[config.mk]
export PLATFORM = sky130hd
export DESIGN_NAME = gps_tx_scheduler
export DESIGN_NICKNAME = d
export VERILOG_FILES = /design/src/rtl/gps_tx_scheduler.sv
export SDC_FILE = /design/constraint.sdc
export NUM_CORES = 1
export LEC_CHECK = 0
export CORE_MARGIN = 3
export CORE_UTILIZATION = 47
export CTS_BUF_LIST = sky130_fd_sc_hd__clkbuf_4
export DETAILED_ROUTE_END_ITERATION = 10
export MAX_ROUTING_LAYER = met4
export PLACE_DENSITY = 0.79
export SLEW_MARGIN = 30
export SYNTH_ARGS = -nofsm -noshare
export SYNTH_HDL_FRONTEND = slang
export SYNTH_SLANG_ARGS = --single-unit
[constraint.sdc]
create_clock -name clk -period 36.3 [get_ports clk]
set_input_delay 7.26 -clock clk [delete_from_list [all_inputs] [get_ports clk]]
set_output_delay 7.26 -clock clk [all_outputs]
set_load 0.005 [all_outputs]
[src/rtl/gps_tx_scheduler.sv]
// Purpose: round-robin frame scheduler sharing one byte-wide UART between position and time frame sources; optional CR/LF terminator (GPS_TX_CRLF_EN).
// Latency: request at edge N -> grant/ISSUE at N+1 (tx_en high N+1..N+2); each byte >= 3 clocks; done one cycle after final tx_busy low.
// Backpressure: paced by the UART tx_busy handshake; a request for a source already pending or in transmission is dropped (drop pulse).
module gps_tx_scheduler #(
    parameter int POS_BYTES  = 48,
    parameter int TIME_BYTES = 10,
    parameter int GAP_CYCLES = 16,
    parameter int HS_TIMEOUT = 64
) (
    input  logic                    clk,
    input  logic                    rst_n,
    input  logic                    pos_req,
    input  logic [POS_BYTES*8-1:0]  pos_data,
    input  logic                    time_req,
    input  logic [TIME_BYTES*8-1:0] time_data,
    input  logic                    tx_busy,
    output logic [7:0]              tx_data,
    output logic                    tx_en,
    output logic                    pos_done,
    output logic                    time_done,
    output logic                    drop,
    output logic                    tx_err,
    output logic                    busy
);

    typedef enum logic [2:0] {IDLE, ISSUE, WAIT_HI, WAIT_LO, GAP} state_t;

    localparam logic SRC_POS  = 1'b0;
    localparam logic SRC_TIME = 1'b1;

`ifdef GPS_TX_CRLF_EN
    localparam int TERM_BYTES = 2;
`else
    localparam int TERM_BYTES = 0;
`endif

    localparam logic [5:0] POS_LAST_IDX  = 6'(POS_BYTES + TERM_BYTES - 1);
    localparam logic [5:0] TIME_LAST_IDX = 6'(TIME_BYTES + TERM_BYTES - 1);

    localparam int TW = $clog2(HS_TIMEOUT + 1);
    localparam int GW = (GAP_CYCLES > 1) ? $clog2(GAP_CYCLES) : 1;
    localparam logic [TW-1:0] TIMER_LAST = TW'(HS_TIMEOUT - 1);
    localparam logic [GW-1:0] GAP_LAST   = (GAP_CYCLES > 0) ? GW'(GAP_CYCLES - 1) : '0;

    state_t                  state, state_n;
    logic                    pos_pend, time_pend;
    logic [POS_BYTES*8-1:0]  pos_snap;
    logic [TIME_BYTES*8-1:0] time_snap;
    logic                    last, last_n;
    logic                    owner, owner_n;
    logic [5:0]              idx, idx_n, idx_inc, frame_last;
    logic [TW-1:0]           timer, timer_n;
    logic [GW-1:0]           gap_cnt, gap_n;
    logic                    tx_en_n, pos_done_n, time_done_n, tx_err_n;
    logic                    grant_pos, grant_time;
    logic                    ld_byte, ld_src;
    logic [5:0]              ld_idx;
    logic [7:0]              byte_sel;
    logic                    in_frame, pos_blk, time_blk;
    int unsigned             k;
    logic [POS_BYTES*8-1:0]  pos_sh;
    logic [TIME_BYTES*8-1:0] time_sh;

    assign busy       = (state != IDLE);
    assign in_frame   = (state == ISSUE) || (state == WAIT_HI) || (state == WAIT_LO);
    // A granted source is still pending during its grant cycle, so pending covers that case.
    assign pos_blk    = pos_pend  || (in_frame && owner == SRC_POS);
    assign time_blk   = time_pend || (in_frame && owner == SRC_TIME);
    assign idx_inc    = idx + 6'd1;
    assign frame_last = (owner == SRC_TIME) ? TIME_LAST_IDX : POS_LAST_IDX;

    // Request intake: latch pending flags, flag discarded requests.
    always_ff @(posedge clk) begin
        if (!rst_n) begin
            pos_pend  <= 1'b0;
            time_pend <= 1'b0;
            drop      <= 1'b0;
        end else begin
            pos_pend  <= (pos_pend  & ~grant_pos)  | (pos_req  & ~pos_blk);
            time_pend <= (time_pend & ~grant_time) | (time_req & ~time_blk);
            drop      <= (pos_req & pos_blk) | (time_req & time_blk);
        end
    end

    // Snapshot registers capture frame data only for accepted requests.
    always_ff @(posedge clk) begin
        if (rst_n && pos_req && !pos_blk)
            pos_snap <= pos_data;
        if (rst_n && time_req && !time_blk)
            time_snap <= time_data;
    end

    // FSM state, counters and registered outputs.
    always_ff @(posedge clk) begin
        if (!rst_n) begin
            state     <= IDLE;
            last      <= SRC_TIME;
            owner     <= SRC_POS;
            idx       <= '0;
            timer     <= '0;
            gap_cnt   <= '0;
            tx_data   <= 8'h00;
            tx_en     <= 1'b0;
            pos_done  <= 1'b0;
            time_done <= 1'b0;
            tx_err    <= 1'b0;
        end else begin
            state     <= state_n;
            last      <= last_n;
            owner     <= owner_n;
            idx       <= idx_n;
            timer     <= timer_n;
            gap_cnt   <= gap_n;
            tx_en     <= tx_en_n;
            pos_done  <= pos_done_n;
            time_done <= time_done_n;
            tx_err    <= tx_err_n;
            if (ld_byte)
                tx_data <= byte_sel;
        end
    end

    // Next-state logic: arbitration in IDLE, byte handshake, gap timing.
    always_comb begin
        state_n     = state;
        last_n      = last;
        owner_n     = owner;
        idx_n       = idx;
        timer_n     = timer;
        gap_n       = gap_cnt;
        tx_en_n     = 1'b0;
        pos_done_n  = 1'b0;
        time_done_n = 1'b0;
        tx_err_n    = 1'b0;
        grant_pos   = 1'b0;
        grant_time  = 1'b0;
        ld_byte     = 1'b0;
        ld_src      = owner;
        ld_idx      = idx_inc;
        case (state)
            IDLE: begin
                if (pos_pend && (!time_pend || last == SRC_TIME))
                    grant_pos = 1'b1;
                else if (time_pend)
                    grant_time = 1'b1;
                if (grant_pos || grant_time) begin
                    owner_n = grant_time;
                    last_n  = grant_time;
                    idx_n   = 6'd0;
                    state_n = ISSUE;
                    tx_en_n = 1'b1;
                    ld_byte = 1'b1;
                    ld_src  = grant_time;
                    ld_idx  = 6'd0;
                end
            end
            ISSUE: begin
                // Timer counts clocks since tx_en rose.
                timer_n = TW'(1);
                state_n = WAIT_HI;
            end
            WAIT_HI: begin
                if (tx_busy) begin
                    state_n = WAIT_LO;
                end else if (timer == TIMER_LAST) begin
                    tx_err_n = 1'b1;
                    gap_n    = '0;
                    state_n  = (GAP_CYCLES == 0) ? IDLE : GAP;
                end else begin
                    timer_n = timer + TW'(1);
                end
            end
            WAIT_LO: begin
                if (!tx_busy) begin
                    if (idx == frame_last) begin
                        pos_done_n  = (owner == SRC_POS);
                        time_done_n = (owner == SRC_TIME);
                        gap_n       = '0;
                        state_n     = (GAP_CYCLES == 0) ? IDLE : GAP;
                    end else begin
                        idx_n   = idx_inc;
                        state_n = ISSUE;
                        tx_en_n = 1'b1;
                        ld_byte = 1'b1;
                    end
                end
            end
            GAP: begin
                if (gap_cnt == GAP_LAST)
                    state_n = IDLE;
                else
                    gap_n = gap_cnt + GW'(1);
            end
            default: state_n = IDLE;
        endcase
    end

    // Byte mux: payload MSB-byte first, then optional CR/LF terminator.
    always_comb begin
        k        = 32'(ld_idx);
        pos_sh   = pos_snap << (k * 8);
        time_sh  = time_snap << (k * 8);
        byte_sel = 8'h00;
        if (ld_src == SRC_TIME) begin
            if (k < TIME_BYTES)
                byte_sel = time_sh[TIME_BYTES*8-1 -: 8];
`ifdef GPS_TX_CRLF_EN
            else if (k == TIME_BYTES)
                byte_sel = 8'h0D;
            else if (k == TIME_BYTES + 1)
                byte_sel = 8'h0A;
`endif
        end else begin
            if (k < POS_BYTES)
                byte_sel = pos_sh[POS_BYTES*8-1 -: 8];
`ifdef GPS_TX_CRLF_EN
            else if (k == POS_BYTES)
                byte_sel = 8'h0D;
            else if (k == POS_BYTES + 1)
                byte_sel = 8'h0A;
`endif
        end
    end

endmodule
==> results of run 1 <==
[placed cells by master (no fill, tap or decap), types with 10 or more instances in the layout]
cell type / count
nand2b_1: 14
mux2_2: 20
clkinv_1: 25
nand3_1: 20
mux2i_1: 55
a211oi_1: 27
and2_1: 16
buf_4: 28
o22ai_1: 24
a31oi_1: 30
nor2_1: 65
edfxtp_1: 464
clkdlybuf4s50_1: 482
a21oi_1: 66
nor3_1: 20
diode_2: 22
dfxtp_1: 36
mux4_2: 18
a2111oi_0: 10
o211ai_1: 12
a221oi_1: 16
nand2_1: 92
o21ai_0: 50
clkbuf_4: 193
[power groups by stage]
stage	registers (W)	logic, W	clock network (W)
2_1_floorplan	0.000783	0.000143	0
3_3_place_gp	0.000733	0.000278	0
3_5_place_dp	0.000736	0.000283	0
4_1_cts	0.000724	0.000285	0.000522
5_1_grt	0.000728	0.000304	0.000552
6_report	0.000724	0.000289	0.000512
[area by class of cell]
class	count	area [um2]
clock buffers	193	1450
flip-flops and latches	501	14700
clock inverters	41	285
fillers	2969	14700
diodes	22	55.1
well taps	577	722
repair buffers	516	5170
multi-input cells	743	5270
inverters	11	41.3
[per-layer routing]
| metal | vias to the layer above | track usage | wire length (um) |
|---|---|---|---|
| met5 | - | - | 0 |
| met1 | 7390 | 0.368 | 25900 |
| met4 | 0 | 0.151 | 2730 |
| met2 | 1018 | 0.490 | 34400 |
| met3 | 179 | 0.0840 | 7070 |
| li1 | 6623 | - | - |
[flip-flops by register name, summed over array words and instances, names as in the netlist, 3 cells and up]
name and cells:
idx 6, gap_cnt 4, timer 7, tx_data 8
state 3, time_snap 80, pos_snap 384
[logic make-up (layout without fill, tap and decap cells)]
| kind of cell | Yosys count | in the layout |
|---|---|---|
| buffers and inverters | 97 | 761 |
| adders and majority gates | 3 | 3 |
| other | 0 | 22 |
| xor gates and xnor gates | 9 | 9 |
| DFF | 501 | 501 |
| and+or+nand+nor | 283 | 283 |
| AOI/OAI and AO/OA | 355 | 355 |
| muxes | 93 | 93 |
[worst max path at each step]
stage | from | end | slack (ns) | cells after the start
floorplan | rst_n | pos_snap[0] | 1.57 | 2
detailed placement | tx_busy | tx_data[2] | 26.61 | 7
finish | state[0] | busy | 26.16 | 4
global placement | rst_n | pos_snap[330] | 26.66 | 5
global route | state[0] | busy | 26.06 | 4
CTS | state[0] | busy | 26.15 | 4
[through the flow]
stage / cells / worst slack [ns] / area (um2) / hold slack [ns]
global route: 2600 / 26.06 / 27700 / 0.514
global placement: 2345 / 26.66 / 25800 / 0.450
floorplan: 1341 / 1.57 / 20300 / 0.431
CTS: 2580 / 26.15 / 27600 / 0.492
detailed placement: 2346 / 26.61 / 25800 / 0.483
finish: 2604 / 26.16 / 27700 / 0.497
[worst max-delay path: stages, from the launching register on]
cell	delay, ns
dfxtp_1	0.58
nor3_4	0.07
buf_4	0.20
inv_2	0.40
clkdlybuf4s50_1	0.62
==> results.txt, run 1 <==
The flow ran to the end, and the final reports show no timing, DRC or antenna violations. The tools report the final core area utilization as 0.654. The fraction of synthesized cell area in xor and xnor cells was 0.00463; the area fraction in and, or, nand and nor cells after synthesis was 0.0669. After clock tree synthesis, the clock-pin slew on the worst setup and hold paths is 0.07 ns. The switching share of total power was 0.282. Summing internal, switching and leakage power gives 0.00152 W.

The tools report the kind of end point of the critical path as a primary output. Data on the critical path is required at its endpoint by 29.04 ns. For the relative slew slack, the log shows 0.358.

The buffer cell driving the clock tree root was clkbuf_4. Final count of hold timing violations: 0. The kind of launch point of the worst setup path is a flop. The endpoint with the worst hold slack was timer[6]. The tree built by TritonCTS fans out to 501 sinks. Setup repair after global routing left no endpoint under its margin. By instance count, the leading cell after synthesis is edfxtp_1.

The number of setup buffers added after CTS is 0. The sequential fraction of design power was 0.475; the synthesized area per cell was 15.1 um2. The run gives 0.952 as the final weighted congestion of routability-driven global placement. Sequential element share of the synthesized area: 0.724. Leakage power figure: 9.32 nW. Sorting the synthesized cells by area gives the leading types as edfxtp_1, dfxtp_1, mux2i_1.

For the number of nets produced by synthesis, the log shows 1813. Portion of the clock cycle consumed by the worst path in the final layout: 0.279. The fraction of the mapped netlist area in compound gates is 0.123, and the share of flip-flops with an asynchronous set or reset is 0. By startpoint and endpoint, the worst setup path is classified as flop to primary output. The slew at the pin with the worst max-slew slack was 0.962 ns; the count of buffers inserted at the top-level ports was 482. The area growth from synthesis to layout is 36.5%. The total overflow left after global routing is 0. The min-delay analysis places its worst path in the category flop to flop. The first detailed-routing pass ran for 5 iterations.

Post-cts repair resize count: 0. The final antenna-violating net count is 0, and the initial antenna violation count is 15. Ranked by instance count, the synthesized netlist is headed by edfxtp_1, nand2_1, a21oi_1.

Fraction of synthesized area in multiplexers: 0.0583. The post-synthesis sequential element count was 501. Post-synthesis share of cell area spent on full adders, half adders and majority gates: 0.00185.

Dominant cell type by area after synthesis: edfxtp_1. The via count of the first global-routing pass was 15.2k; the number of instances in the synthesized netlist was 1341. For this design, the CTS-stage hold fixing added 0 buffers.

The netlist uses 84 different library cells. Internal power comes to 0.00109 W. Count of pins over their slew limit: 0. Number of endpoints failing setup at the final stage: 0. After synthesis, the largest family of logic cells by area is compound AO/OA/AOI/OAI gates. From bottom edge to top edge, the die measures 214 um. Summed over all nets, the switching power comes to 0.000430 W. The fraction of final layout cells sized beyond drive strength 1 is 0.158. The initial cell density of the core is 0.479.

Counting flops with a built-in enable in the synthesized netlist gives 464. The largest fanout on the critical path is 18, and the depth of the worst hold-timing path is 1. Across the VDD grid, the largest voltage drop is 0.0000365 V. The largest net degree at the start of global routing was 199. The post-route DRC violation count was 0. The number of warnings issued by yosys came out at 0. In this run the horizontal extent of the chip is 214 um. The routed layout has 15.2k vias. The run gives 0.0423 ns as the clock skew after layout.

The worst reg2reg path endpoint is tx_data[4]. In the final design database the tool counted 2380 nets. The area of the die was 45700 um2; the count of boundary I/O pins was 483. The half-perimeter wire length of the detailed placement result is 48800 um, and the average wire length per cell after detail routing is 26.9 um. The tools report the all-layer global routing usage as 0.309. The total area inside the core boundary comes to 42300 um2.

The H-tree generated during clock tree synthesis spans 4 levels. The tools report the clock network fraction of total power as 0.336. For this run, the leading register cell type out of synthesis is edfxtp_1. STA puts the critical path data arrival time at 2.88 ns.

In this run, the number of DRC markers left after iteration 0 of detailed routing was 1887. In this run the deepest clock path goes through 3 buffers. The part of the power in combinational logic is 0.189, and the wire length of the first global-routing pass is 96500 um.

Clock latency on the worst-skew pair, taken at its later pin, is 1.00 ns. The power per standard cell area was 55.1 nW/um2. The beginning of the worst hold path is timer[6]. The aggregate routed wire length came out at 70200 um. After detailed routing, the number of vias per cell comes to 5.84. Share of the synthesized area in the top cell type: 0.687. The reg-to-reg critical path startpoint is idx[0]. The sum of negative setup slack was 0 ns. Across all register-to-register paths, the minimum setup slack is 31.53 ns.

After floorplanning, the core was divided into 75 placement rows. The logs give 0.0986 GHz for the peak clock frequency supported by timing and 20300 um2 for the area of the mapped netlist. Counting cells, the worst reg-to-reg path comes to 9. TritonCTS built the clock tree. Across the run, the number of max-cap violations was 0.

The TritonCTS buffer count was 135; the final critical-path required period was 10.14 ns.
No activity file was read; power rests on OpenSTA's default activity.
==> run 2, diff against run 1 <==
--- a/config.mk
+++ b/config.mk
@@ -6,7 +6,7 @@
 export NUM_CORES = 1
 export LEC_CHECK = 0
 export CORE_MARGIN = 3
-export CORE_UTILIZATION = 47
+export CORE_UTILIZATION = 49
 export CTS_BUF_LIST = sky130_fd_sc_hd__clkbuf_4
 export DETAILED_ROUTE_END_ITERATION = 10
 export MAX_ROUTING_LAYER = met4
==> constraint.sdc (replaced) <==
create_clock -name clk -period 10.6 [get_ports clk]
set_input_delay 2.12 -clock clk [delete_from_list [all_inputs] [get_ports clk]]
set_output_delay 2.12 -clock clk [all_outputs]
set_load 0.005 [all_outputs]
==> results.txt, run 2 (synthesis gave the netlist of run 1 again) <==
The run finished with clean final reports. At the end of the flow, the number of nets in the layout was 2367. Post-CTS repair changed the size of 0 cells. Setup repair after global routing left no endpoint under its margin. The worst setup path is captured at a flop. The run gives 5 as the first-pass iteration count of the detailed router. Data on the critical path arrives at its endpoint at 5.38 ns. The logs give 9.23 nW for the leakage power figure and 73 for the count of standard-cell rows. At the worst endpoint, the required time is 11.04 ns. The power per standard cell area was 187 nW/um2.

The detail route stage leaves a number of antenna-violating nets equal to 0. The cell seen most often among critical-path stages is buf_4. The design draws 0.00513 W.

The initial cell density of the core is 0.503. The largest registers in the layout are pos_snap (384), time_snap (80), tx_data (8). The final route contains 15.3k vias. The run gives 0 as the count of hold-fix buffers inserted at cts.

The relative slew slack was 0.348; the growth of design area from synthesis to finish was 35.3%. The DRC marker count from the first detailed-route iteration is 1967. Portion of the clock cycle consumed by the worst path in the final layout: 0.466. The count of boundary I/O pins was 483. The peak clock frequency supported by timing is 0.202 GHz.

The run gives 15.6k as the via count of the first global-routing pass. TritonCTS built the clock tree. Leaving out fill and tap cells, the most frequent cells in the layout are clkdlybuf4s50_1, edfxtp_1, clkbuf_4.

In this run the number of H-tree levels came out at 4. The path class of the tightest hold or removal check is flop to flop. The half-perimeter wire length of the detailed placement result was 49600 um; the clock slew at the register clock pins of the worst setup and hold paths was 0.06 ns. Counting along the longest clock path gives a buffer depth of 3. The logs give 0.000105 V for the peak supply drop and 0 for the number of endpoints failing setup at the final stage. The slew at the pin with the worst max-slew slack is 0.978 ns, and the biggest cell delay along the critical path is 0.78 ns.

The filler cells instantiated in the layout total 2761. STA classifies the critical path startpoint as an input port. For this design, the slowest cell found on the critical path is buf_4. The aggregate routed wire length came out at 69600 um. The clock insertion delay at the later pin of the skew report was 0.84 ns; the floorplan die height was 209 um. The post-route worst hold slack was 0.479 ns; the largest net degree at the start of global routing was 161. In this run the post-CTS setup repair buffer count came out at 0. The remaining global-route overflow was 0; the TritonCTS sink count was 501. The count of buffers inserted at the top-level ports came out at 482.

The all-layer global routing usage was 0.319; the core footprint was 40300 um2. The register with the most flip-flops in the layout has 384 of them. The logs give 14700 um2 for the sequential cell area in the final layout and 0 for the count of pins over their slew limit. The die span in x is 209 um.

The final weighted congestion of routability-driven global placement came out at 0.910. For the final database, setup skew stands at 0.0425 ns. CTS placed an instance of clkbuf_4 at the clock tree root. The reported max-cap violation count was 0. The fraction of final layout cells sized beyond drive strength 1 works out to 0.154. The number of clock buffers added by TritonCTS is 131. The final critical-path required period came out at 4.94 ns.

For the initial antenna violation count, the log shows 16. Across all register-to-register paths, the minimum setup slack is 6.38 ns. The wire length of the first global-routing pass was 99300 um; the total area of multi-input combinational cells was 5300 um2. The floorplan step defined a die boundary enclosing 43800 um2. In this run the worst path has a maximum fanout of 160.

The leading cell type in the layout, fill and taps excluded is clkdlybuf4s50_1. Largest register by flop count: pos_snap. The critical path is of the input port to flop type. After detailed routing, the number of vias per cell comes to 6.05.

The post-route DRC violation count is 0. Final count of hold timing violations: 0. The signal on the critical path passes through clkdlybuf4s50_1 -> buf_4 -> nand2_2 -> nor3_4 -> buf_4 -> buf_12. After detailed routing, the average wire length per cell comes to 27.6 um.
==> run 2: changes by cell type in the layout (fill, tap and decap cells not counted), sizes merged <==
cell	before	now
buf	34	25
bufinv	4	3
clkbuf	193	187
clkinv	31	22
diode	22	17
inv	14	15
==> run 2: where the power goes <==
part           switching, W  internal (W)
clock network      0.000793      0.000884
logic              0.000578      0.000393
registers         0.0000764       0.00241
total               0.00145       0.00368
==> run 2: cell type report <==
class,count,area share
Clock buffer,187,0.0512
Multi-Input combinational cell,743,0.193
Clock inverter,32,0.00839
Sequential cell,501,0.535
Timing Repair Buffer,507,0.185
Inverter,11,0.00150
Tap cell,525,0.0239
Antenna cell,17,0.00155
==> run 2: path summary, 6_finish.rpt <==
check	start	end	cells after the start
worst max-delay path	rst_n	pos_snap[169]	6
worst min-delay path	gap_cnt[3]	gap_cnt[3]	1
worst max register to register	idx[0]	tx_data[5]	9
worst min register to register	gap_cnt[3]	gap_cnt[3]	1
==> run 2: routing by layer <==
layer	global-route usage	wire [um]
met1	0.388	25600
met2	0.516	34900
met3	0.0750	6600
met4	0.140	2560
met5	-	0
==> run 2: worst max-delay path, delay by kind of cell <==
| kind | cells | cell delay [ns] |
|---|---|---|
| buffers and inverters | 4 | 2.10 |
| and+or+nand+nor | 2 | 0.86 |
==> run 2: through the flow <==
stage / std cells / setup slack, ns / util / area, um2 / setup TNS [ns]
after floorplan: 1341 / -1.13 / - / 20300 / -434.08
after global placement: 2284 / 4.95 / 0.637 / 25700 / 0
after detailed placement: 2286 / 4.87 / 0.639 / 25700 / 0
after CTS: 2505 / 5.67 / 0.679 / 27400 / 0
after global routing: 2523 / 5.49 / 0.681 / 27400 / 0
final: 2523 / 5.66 / 0.681 / 27400 / 0
